File: src/rtl/wb_sequencer_if.sv
// Handshake bundle between main control, the source units and the write-back sequencer.
// The master side drives requests and source-valid flags; the slave side is the sequencer.
interface wb_sequencer_if;
  logic       start;
  logic [2:0] wb_class;
  logic [4:0] dest_reg;
  logic       mem_ready;
  logic       muldiv_busy;
  logic       shift_done;
  logic [2:0] mux_sel;
  logic [4:0] write_reg;
  logic       reg_write;
  logic       busy;
  logic       done;
  logic       timeout_err;

  modport master (
    output start, wb_class, dest_reg, mem_ready, muldiv_busy, shift_done,
    input  mux_sel, write_reg, reg_write, busy, done, timeout_err
  );

  modport slave (
    input  start, wb_class, dest_reg, mem_ready, muldiv_busy, shift_done,
    output mux_sel, write_reg, reg_write, busy, done, timeout_err
  );
endinterface

File: src/rtl/wb_sequencer.sv
// Multicycle register-file write-back sequencer: waits for the selected source to become
// valid (bounded by a timeout), then issues a single-cycle write strobe.
//
// state    | meaning
// IDLE     | waiting for a start pulse
// WAIT_MEM | waiting for mem_ready
// LATCH    | one cycle for the MDR to load
// WAIT_MD  | waiting for mult/div to finish
// WAIT_SH  | waiting for shifter result
// WRITE    | reg_write strobe (dropped for $zero)
// FIN      | done pulse, return to IDLE
module wb_sequencer #(
  parameter int TIMEOUT_CYCLES = 16,
  parameter int CNT_W          = 8
) (
  input logic           clock,
  input logic           reset_n,
  wb_sequencer_if.slave bus
);

  typedef enum logic [2:0] {
    IDLE, WAIT_MEM, LATCH, WAIT_MD, WAIT_SH, WRITE, FIN
  } state_t;

  localparam logic [CNT_W-1:0] CNT_LAST = CNT_W'(TIMEOUT_CYCLES - 1);

  state_t           state, state_nxt;
  logic [CNT_W-1:0] cnt, cnt_nxt;
  logic [2:0]       mux_q, mux_nxt;
  logic [4:0]       wreg_q, wreg_nxt;
  logic             tmo_nxt;
  logic             wait_ok;
  logic             reg_write_q, busy_q, done_q, tmo_q;

  always_comb begin
    wait_ok = 1'b0;
    case (state)
      WAIT_MEM: wait_ok = bus.mem_ready;
      WAIT_MD:  wait_ok = ~bus.muldiv_busy;
      WAIT_SH:  wait_ok = bus.shift_done;
      default:  wait_ok = 1'b0;
    endcase
  end

  always_comb begin
    state_nxt = state;
    cnt_nxt   = cnt;
    mux_nxt   = mux_q;
    wreg_nxt  = wreg_q;
    tmo_nxt   = 1'b0;
    case (state)
      IDLE: begin
        if (bus.start) begin
          mux_nxt  = bus.wb_class;
          wreg_nxt = bus.dest_reg;
          cnt_nxt  = '0;
          case (bus.wb_class)
            3'b010:  state_nxt = WAIT_MEM;
            3'b110:  state_nxt = WAIT_MD;
            3'b100:  state_nxt = WAIT_SH;
            default: state_nxt = WRITE;
          endcase
        end
      end
      WAIT_MEM, WAIT_MD, WAIT_SH: begin
        // A source that turns valid on the last allowed edge still wins over the abort.
        if (wait_ok) begin
          state_nxt = (state == WAIT_MEM) ? LATCH : WRITE;
        end else if (cnt == CNT_LAST) begin
          state_nxt = FIN;
          tmo_nxt   = 1'b1;
        end else begin
          cnt_nxt = cnt + CNT_W'(1);
        end
      end
      LATCH:   state_nxt = WRITE;
      WRITE:   state_nxt = FIN;
      FIN:     state_nxt = IDLE;
      default: state_nxt = IDLE;
    endcase
  end

  // Outputs are registered from the next state so they line up with the state they describe.
  always_ff @(posedge clock or negedge reset_n) begin
    if (!reset_n) begin
      state       <= IDLE;
      cnt         <= '0;
      mux_q       <= 3'b000;
      wreg_q      <= 5'd0;
      reg_write_q <= 1'b0;
      busy_q      <= 1'b0;
      done_q      <= 1'b0;
      tmo_q       <= 1'b0;
    end else begin
      state       <= state_nxt;
      cnt         <= cnt_nxt;
      mux_q       <= mux_nxt;
      wreg_q      <= wreg_nxt;
      reg_write_q <= (state_nxt == WRITE) && (wreg_nxt != 5'd0);
      busy_q      <= (state_nxt != IDLE);
      done_q      <= (state_nxt == FIN);
      tmo_q       <= tmo_nxt;
    end
  end

  assign bus.mux_sel     = mux_q;
  assign bus.write_reg   = wreg_q;
  assign bus.reg_write   = reg_write_q;
  assign bus.busy        = busy_q;
  assign bus.done        = done_q;
  assign bus.timeout_err = tmo_q;

endmodule

File: src/flat_wrapper.sv
// flat-port wrapper written by rule: the top's interface ports become plain ports
module wb_sequencer_flat 
#(
  parameter int TIMEOUT_CYCLES = 16,
  parameter int CNT_W          = 8
)
  (clock, reset_n, bus_start, bus_wb_class, bus_dest_reg, bus_mem_ready, bus_muldiv_busy, bus_shift_done, bus_mux_sel, bus_write_reg, bus_reg_write, bus_busy, bus_done, bus_timeout_err);
  wb_sequencer_if bus_i ();
  input logic clock;
  input logic reset_n;
  input wire logic [$bits(bus_i.start)-1:0] bus_start;
  input wire logic [$bits(bus_i.wb_class)-1:0] bus_wb_class;
  input wire logic [$bits(bus_i.dest_reg)-1:0] bus_dest_reg;
  input wire logic [$bits(bus_i.mem_ready)-1:0] bus_mem_ready;
  input wire logic [$bits(bus_i.muldiv_busy)-1:0] bus_muldiv_busy;
  input wire logic [$bits(bus_i.shift_done)-1:0] bus_shift_done;
  output wire logic [$bits(bus_i.mux_sel)-1:0] bus_mux_sel;
  output wire logic [$bits(bus_i.write_reg)-1:0] bus_write_reg;
  output wire logic [$bits(bus_i.reg_write)-1:0] bus_reg_write;
  output wire logic [$bits(bus_i.busy)-1:0] bus_busy;
  output wire logic [$bits(bus_i.done)-1:0] bus_done;
  output wire logic [$bits(bus_i.timeout_err)-1:0] bus_timeout_err;
  assign bus_i.start = bus_start;
  assign bus_i.wb_class = bus_wb_class;
  assign bus_i.dest_reg = bus_dest_reg;
  assign bus_i.mem_ready = bus_mem_ready;
  assign bus_i.muldiv_busy = bus_muldiv_busy;
  assign bus_i.shift_done = bus_shift_done;
  assign bus_mux_sel = bus_i.mux_sel;
  assign bus_write_reg = bus_i.write_reg;
  assign bus_reg_write = bus_i.reg_write;
  assign bus_busy = bus_i.busy;
  assign bus_done = bus_i.done;
  assign bus_timeout_err = bus_i.timeout_err;
  wb_sequencer #(.TIMEOUT_CYCLES(TIMEOUT_CYCLES), .CNT_W(CNT_W)) u_core (.clock(clock), .reset_n(reset_n), .bus(bus_i));
endmodule
File: config.mk
export PLATFORM = sky130hd
export DESIGN_NAME = wb_sequencer_flat
export DESIGN_NICKNAME = d
export VERILOG_FILES = /design/src/rtl/wb_sequencer_if.sv /design/src/rtl/wb_sequencer.sv /design/src/flat_wrapper.sv
export SDC_FILE = /design/constraint.sdc
export NUM_CORES = 1
export LEC_CHECK = 0
export BUFFER_PORTS_ARGS = -buffer_cell sky130_fd_sc_hd__buf_4
export CORE_MARGIN = 2
export CORE_UTILIZATION = 53
export CTS_CLUSTER_SIZE = 14
export DETAILED_ROUTE_END_ITERATION = 6
export PLACE_DENSITY = 0.78
export SLEW_MARGIN = 20
export SYNTH_ARGS = -nofsm -noshare
export SYNTH_HDL_FRONTEND = slang
export SYNTH_SLANG_ARGS = --single-unit
File: constraint.sdc
create_clock -name clock -period 2.05 [get_ports clock]
set_input_delay 0.205 -clock clock [delete_from_list [all_inputs] [get_ports clock]]
set_output_delay 0.205 -clock clock [all_outputs]
set_load 0.02 [all_outputs]
==> impl_metrics.yaml, run 1 <==
sta:
  finalWorstSetupSlack_ps: 116
  finalMaxSlewViolations: 0
  fin_hold_ws_ps: 85.3
  hold_viol: 0
  tightest_slew_ps: 489
  rsz0062_at_grt: "false"
  min_period_ps: 1930
  final-setup-viol-count: 0
  fin_setup_tns_ps: 0
  max_freq_ghz: 0.517
  clock_skew_ps: 3.99
  fin_crit_sh_pct: 94.3
  relSlewSlack_pct: 67.4
clock_network:
  clock_path_buffers: 2
  cts_max_level: 1
  cts.root.buffer_cell: "clkbuf_4"
  cts.sinks: 23
  cts_resized: 0
  cts_setup_buffers: 0
  cts_buffers: 3
  cts_tree: "built"
  clk_latency_ps: 300
  hold_buffers: 1
  cts.reportedPaths.clkPinSlew_ps: 120
critical_path:
  cp.buffers_inverters: 0
  crit_path_end_kind: "register"
  crit_path_max_incr_delay_ps: 600
  worst-path-max-fanout: 12
  worstPathCellList: "and4bb_1 -> a31o_1 -> or4_1 -> a21oi_1"
  crit_type: "register to register"
  critPathLaunchType: "register"
  cp.required_ps: 2290
  crit_arrival_ps: 2170
  cpMaxStageDelayCell: "dfrtp_1"
  crit_family: "simple AND/OR/NAND/NOR gates"
grt:
  grt_overflow: 0
  grt_pass1_vias: 1031
  grtUsageTotal_pct: 22.0
  antenna_found_initial: 0
  grt_max_degree: 24
  grt_pass1_wl_mm: 4.46
pwr:
  p_per_area_nw_per_um2: 1320
  power.leakage_nw: 0.680
  vdd_drop_max_v: 0.000743
place:
  placed_cells: 178
  post-dp-hpwl_mm: 1.96
  place_ws_ps: 147
  io_buffers: 25
  gp_congestion: 0.738
route:
  drc: 0
  routedWlPerCell_um: 14.0
  dr.pass1.iters: 4
  dr_total_vias: 1036
  via_per_inst: 5.66
  drt_wl_total_mm: 2.57
  antenna_left: 0
  drt_iter0_drc: 11
layout:
  post_route_cells_drive_above_1_share_pct: 25.8
  multi_input_area_um2: 607
  largest_register_ffs: 8
  seqCellArea_um2: 576
  area.growth.synth_to_final_pct: 19.3
  layout_common_cells: "nand2_1 (30), buf_4 (27), dfrtp_1 (23), nor3_1 (6), inv_1 (5)"
  num-fill-cells: 191
  finalNonFillerCells: 183
  antennaDiodeCount: 0
  layout_commonest_cell: "nand2_1"
  fin_nets: 171
logic_synthesis:
  synth_nets: 144
  synth_top_area_cell: "dfrtp_1"
  synthCells: 129
  synth_edf_count: 0
  ys_types: 44
  netlist_area_um2: 1240
  yosysWarnings: 0
  ys_async_sr_fraction_pct: 100
  ys_ff_latch: 23
  ys_top_cells_by_area: "dfrtp_1 (47%), nand2_1 (9.1%), nor3_1 (2.4%)"
  synth.top_cell.area_share_pct: 46.5
  synth_ff_type: "dfrtp_1"
  yosysSeqAreaShare_pct: 46.5
  syn_avg_cell_area_um2: 9.59
run:
  cap_violations: 0
floorplanning:
  die_h_um: 52.3
  fp-row-count: 17
  core_area_um2: 2210
  start_util_pct: 55.9
  design.portCount: 26
  die_width_um: 52.3
  dieArea_um2: 2740
status:
  status: "complete, no violations"
min_path:
  hp-class: "input port to register"
[kinds of logic after synthesis]
kind of cell / after synthesis / share of synthesized area, %
simple gates: 70 / 30.8
flops: 23 / 46.5
compound gates: 22 / 15.1
buf+inv: 11 / 4.95
mux: 2 / 1.62
fa+ha+maj: 1 / 1.01
[synthesized netlist by cell type (all sizes together), types with 2 or more instances]
library cell / instances
nor3: 6
o311ai: 4
nor2: 5
buf: 3
dfrtp: 23
o22ai: 2
or4b: 2
clkbuf: 3
nor4: 2
or2: 5
a21oi: 3
nand2: 30
o31ai: 4
nor3b: 3
nand2b: 2
inv: 5
mux2i: 2
o211ai: 2
o21ai: 2
or4: 4
nor2b: 3
nand3: 2
[worst register-to-register path, delay by kind of cell (launching register included)]
family,cells,cell delay [ps]
AND/OR/NAND/NOR,2,820
flip-flops,1,600
AO/OA/AOI/OAI,2,450
[report_power, final]
group	internal (mW)	total (mW)	switching, mW
clock	0.0728	0.203	0.130
sequential	0.623	0.804	0.181
combinational	0.415	0.940	0.526
[through the flow]
stage | area [um2] | util, % | total power, mW
5_1_grt | 1480 | 66.7 | 2.11
3_5_place_dp | 1440 | 65.0 | 1.76
3_3_place_gp | 1440 | 65.0 | 1.71
6_report | 1480 | 66.7 | 1.95
2_1_floorplan | 1240 | - | 1.47
4_1_cts | 1480 | 66.7 | 1.96
[worst paths after layout]
| check | slack (ps) | end | depth (start not counted) | startpoint |
|---|---|---|---|---|
| worst max-delay path | 120 | u_core.cnt[5] | 4 | u_core.state[1] |
| worst min-delay path | 90 | u_core.bus.write_reg[1] | 3 | bus_dest_reg[1] |
| worst max register to register | 120 | u_core.cnt[5] | 4 | u_core.state[1] |
| worst min register to register | 500 | u_core.bus.mux_sel[1] | 2 | u_core.bus.mux_sel[1] |
| max in group asynchronous | 1520 | u_core.bus.timeout_err | 2 | reset_n |
| min in group asynchronous | 300 | u_core.bus.mux_sel[0] | 2 | reset_n |
[cell type report]
cell class | instances | area share, %
clock inverter | 1 | 0.339
sequential | 23 | 39.0
timing repair buffer | 28 | 14.4
clock buffer | 3 | 1.53
tap | 28 | 2.37
inverter | 5 | 1.27
multi-input combinational | 95 | 41.1
[per-layer routing]
metal	share of wire [%]	GRT usage [%]
met2	49	38.5
met1	46	28.4
met3	3.8	3.43
met4	0.54	5.13
met5	0	0
Note: power is estimated with default switching activity, not from simulation.
==> run 2, diff against run 1 <==
--- a/config.mk
+++ b/config.mk
@@ -5,12 +5,12 @@
 export SDC_FILE = /design/constraint.sdc
 export NUM_CORES = 1
 export LEC_CHECK = 0
-export BUFFER_PORTS_ARGS = -buffer_cell sky130_fd_sc_hd__buf_4
 export CORE_MARGIN = 2
 export CORE_UTILIZATION = 53
 export CTS_CLUSTER_SIZE = 14
 export DETAILED_ROUTE_END_ITERATION = 6
-export PLACE_DENSITY = 0.78
+export DONT_BUFFER_PORTS = 1
+export PLACE_DENSITY = 0.68
 export SLEW_MARGIN = 20
 export SYNTH_ARGS = -nofsm -noshare
 export SYNTH_HDL_FRONTEND = slang
==> run 2 against run 1 <==
Sequential power up 13%. Global-route usage up 0.20 points. Sequential share of layout area up 3.2 points. Cell count down 9.3%. Non-clock buffer count down 17. Combinational power down 25%. First-iteration DRC count up 150%. Clock skew up 0.88 ps. Via count down 2.7%. Cell area down 7.6%. Sequential cell count unchanged. Critical path type unchanged. Critical endpoint is now u_core.cnt[7]. Largest power group is now sequential cells.
==> impl_metrics.yaml, run 2 (synthesis gave the netlist of run 1 again) <==
critical_path:
  crit_family: "simple AND/OR/NAND/NOR gates"
  worstPathCellList: "and4bb_1 -> a31o_1 -> or4b_1 -> a21oi_1"
  cp.required_ps: 2300
  crit_path_max_incr_delay_ps: 530
  r2r_slack_ps: 210
  critPathLaunchType: "register"
  r2r-end: "u_core.cnt[7]"
  cp.buffers_inverters: 0
  worst-path-max-fanout: 12
  reg2reg_from: "u_core.state[2]"
  reg2reg_depth: 4
  cp_num_cells: 4
  crit_type: "register to register"
  critPathLaunch: "u_core.state[2]"
  crit_arrival_ps: 2090
  crit_path_end_kind: "register"
  cpMaxStageDelayCell: "or4b_1"
  endpoint: "u_core.cnt[7]"
pwr:
  internal_power_mw: 1.01
  p_comb_share_pct: 38.8
  p_per_area_nw_per_um2: 1340
  vdd_drop_max_v: 0.00103
  power.leakage_nw: 0.591
  seqPwrFrac_pct: 49.7
  p_total_mw: 1.82
  power_switching_mw: 0.815
  clkPwrFrac_pct: 11.4
  swShare_pct: 44.7
grt:
  grt_max_degree: 24
  grt_overflow: 0
  grt_pass1_wl_mm: 4.38
  antenna_found_initial: 0
  grt_pass1_vias: 956
  grtUsageTotal_pct: 22.2
route:
  drt_wl_total_mm: 2.54
  via_per_inst: 6.07
  dr.pass1.iters: 4
  drt_iter0_drc: 27
  drc: 0
  routedWlPerCell_um: 15.3
  dr_total_vias: 1008
  antenna_left: 0
sta:
  fin_hold_ws_ps: 4.69
  fin_setup_tns_ps: 0
  rsz0062_at_grt: "false"
  fin_crit_sh_pct: 89.8
  tightest_slew_ps: 513
  finalWorstSetupSlack_ps: 209
  clock_skew_ps: 4.88
  finalMaxSlewViolations: 0
  final-setup-viol-count: 0
  max_freq_ghz: 0.543
  min_period_ps: 1840
  hold_viol: 0
  relSlewSlack_pct: 65.8
clock_network:
  cts_resized: 0
  cts.root.buffer_cell: "clkbuf_4"
  cts_max_level: 1
  cts.reportedPaths.clkPinSlew_ps: 130
  cts_tree: "built"
  cts_buffers: 3
  cts.sinks: 23
  clk_latency_ps: 310
  clock_path_buffers: 2
  cts_setup_buffers: 0
place:
  placed_area_um2: 1250
  placed_cells: 153
  post-dp-hpwl_mm: 1.78
  place_ws_ps: 232
  io_buffers: 0
  gp_congestion: 0.758
layout:
  layout_commonest_cell: "nand2_1"
  layout_common_cells: "nand2_1 (30), dfrtp_1 (23), dlygate4sd3_1 (8), nor3_1 (6), inv_1 (5)"
  finalNonFillerCells: 166
  antennaDiodeCount: 0
  fin_nets: 154
  fin_util_pct: 61.7
  area.growth.synth_to_final_pct: 10.2
  post_route_cells_drive_above_1_share_pct: 11.6
  largest_register_ffs: 8
  fin_area_um2: 1360
status:
  status: "complete, no violations"
floorplanning:
  dieArea_um2: 2740
  die_h_um: 52.3
  start_util_pct: 55.9
  core_area_um2: 2210
  fp-row-count: 17
  design.portCount: 26
  die_width_um: 52.3
run:
  cap_violations: 0
min_path:
  hp-class: "input port to register"
  holdCritStartpoint: "bus_dest_reg[4]"
  worstHoldPathCells: 2
[run 2: how the worst min path moves through the flow]
| stage | to | slack (ps) |
|---|---|---|
| floorplan | u_core.bus.busy | -90 |
| global placement | u_core.state[1] | -90 |
| detailed placement | u_core.bus.timeout_err | -90 |
| CTS | u_core.bus.write_reg[4] | 2 |
| global route | u_core.bus.write_reg[4] | 20 |
| finish | u_core.bus.write_reg[4] | 5 |
[run 2: timing repair]
item                                   4_1_cts  5_1_grt
endpoints found under the hold margin       30       23
setup endpoints to repair                    0        0
hold buffers                                 8        1
[run 2: layer usage]
layer	GRT usage [%]	wire (um)	vias to the layer above
li1	-	-	483
met1	30.4	1190	491
met2	34.4	1180	30
met3	4.29	124	4
met4	8.97	46	0
met5	0	0	-
[run 2: power by group through the flow]
stage                     clock network (mW)  logic (mW)  registers (mW)
after floorplan                            0       0.640           0.834
after global placement                     0       0.664           0.906
after detailed placement                   0       0.686           0.913
after CTS                              0.215       0.710           0.903
after global routing                   0.229       0.817           0.932
final                                  0.208       0.708           0.906
[run 2: worst register-to-register path: cells and delay by family (launching register included)]
family          cells  cell delay (ps)
simple gates        2              810
flops               1              520
compound gates      2              450
[run 2: cell type report]
class	instances	area, um2
clock buffers	3	22.5
well taps	28	35.0
fillers	194	848
inverters	5	18.8
flip-flops and latches	23	576
clock inverters	1	5.00
repair buffers	11	100
multi-input cells	95	607
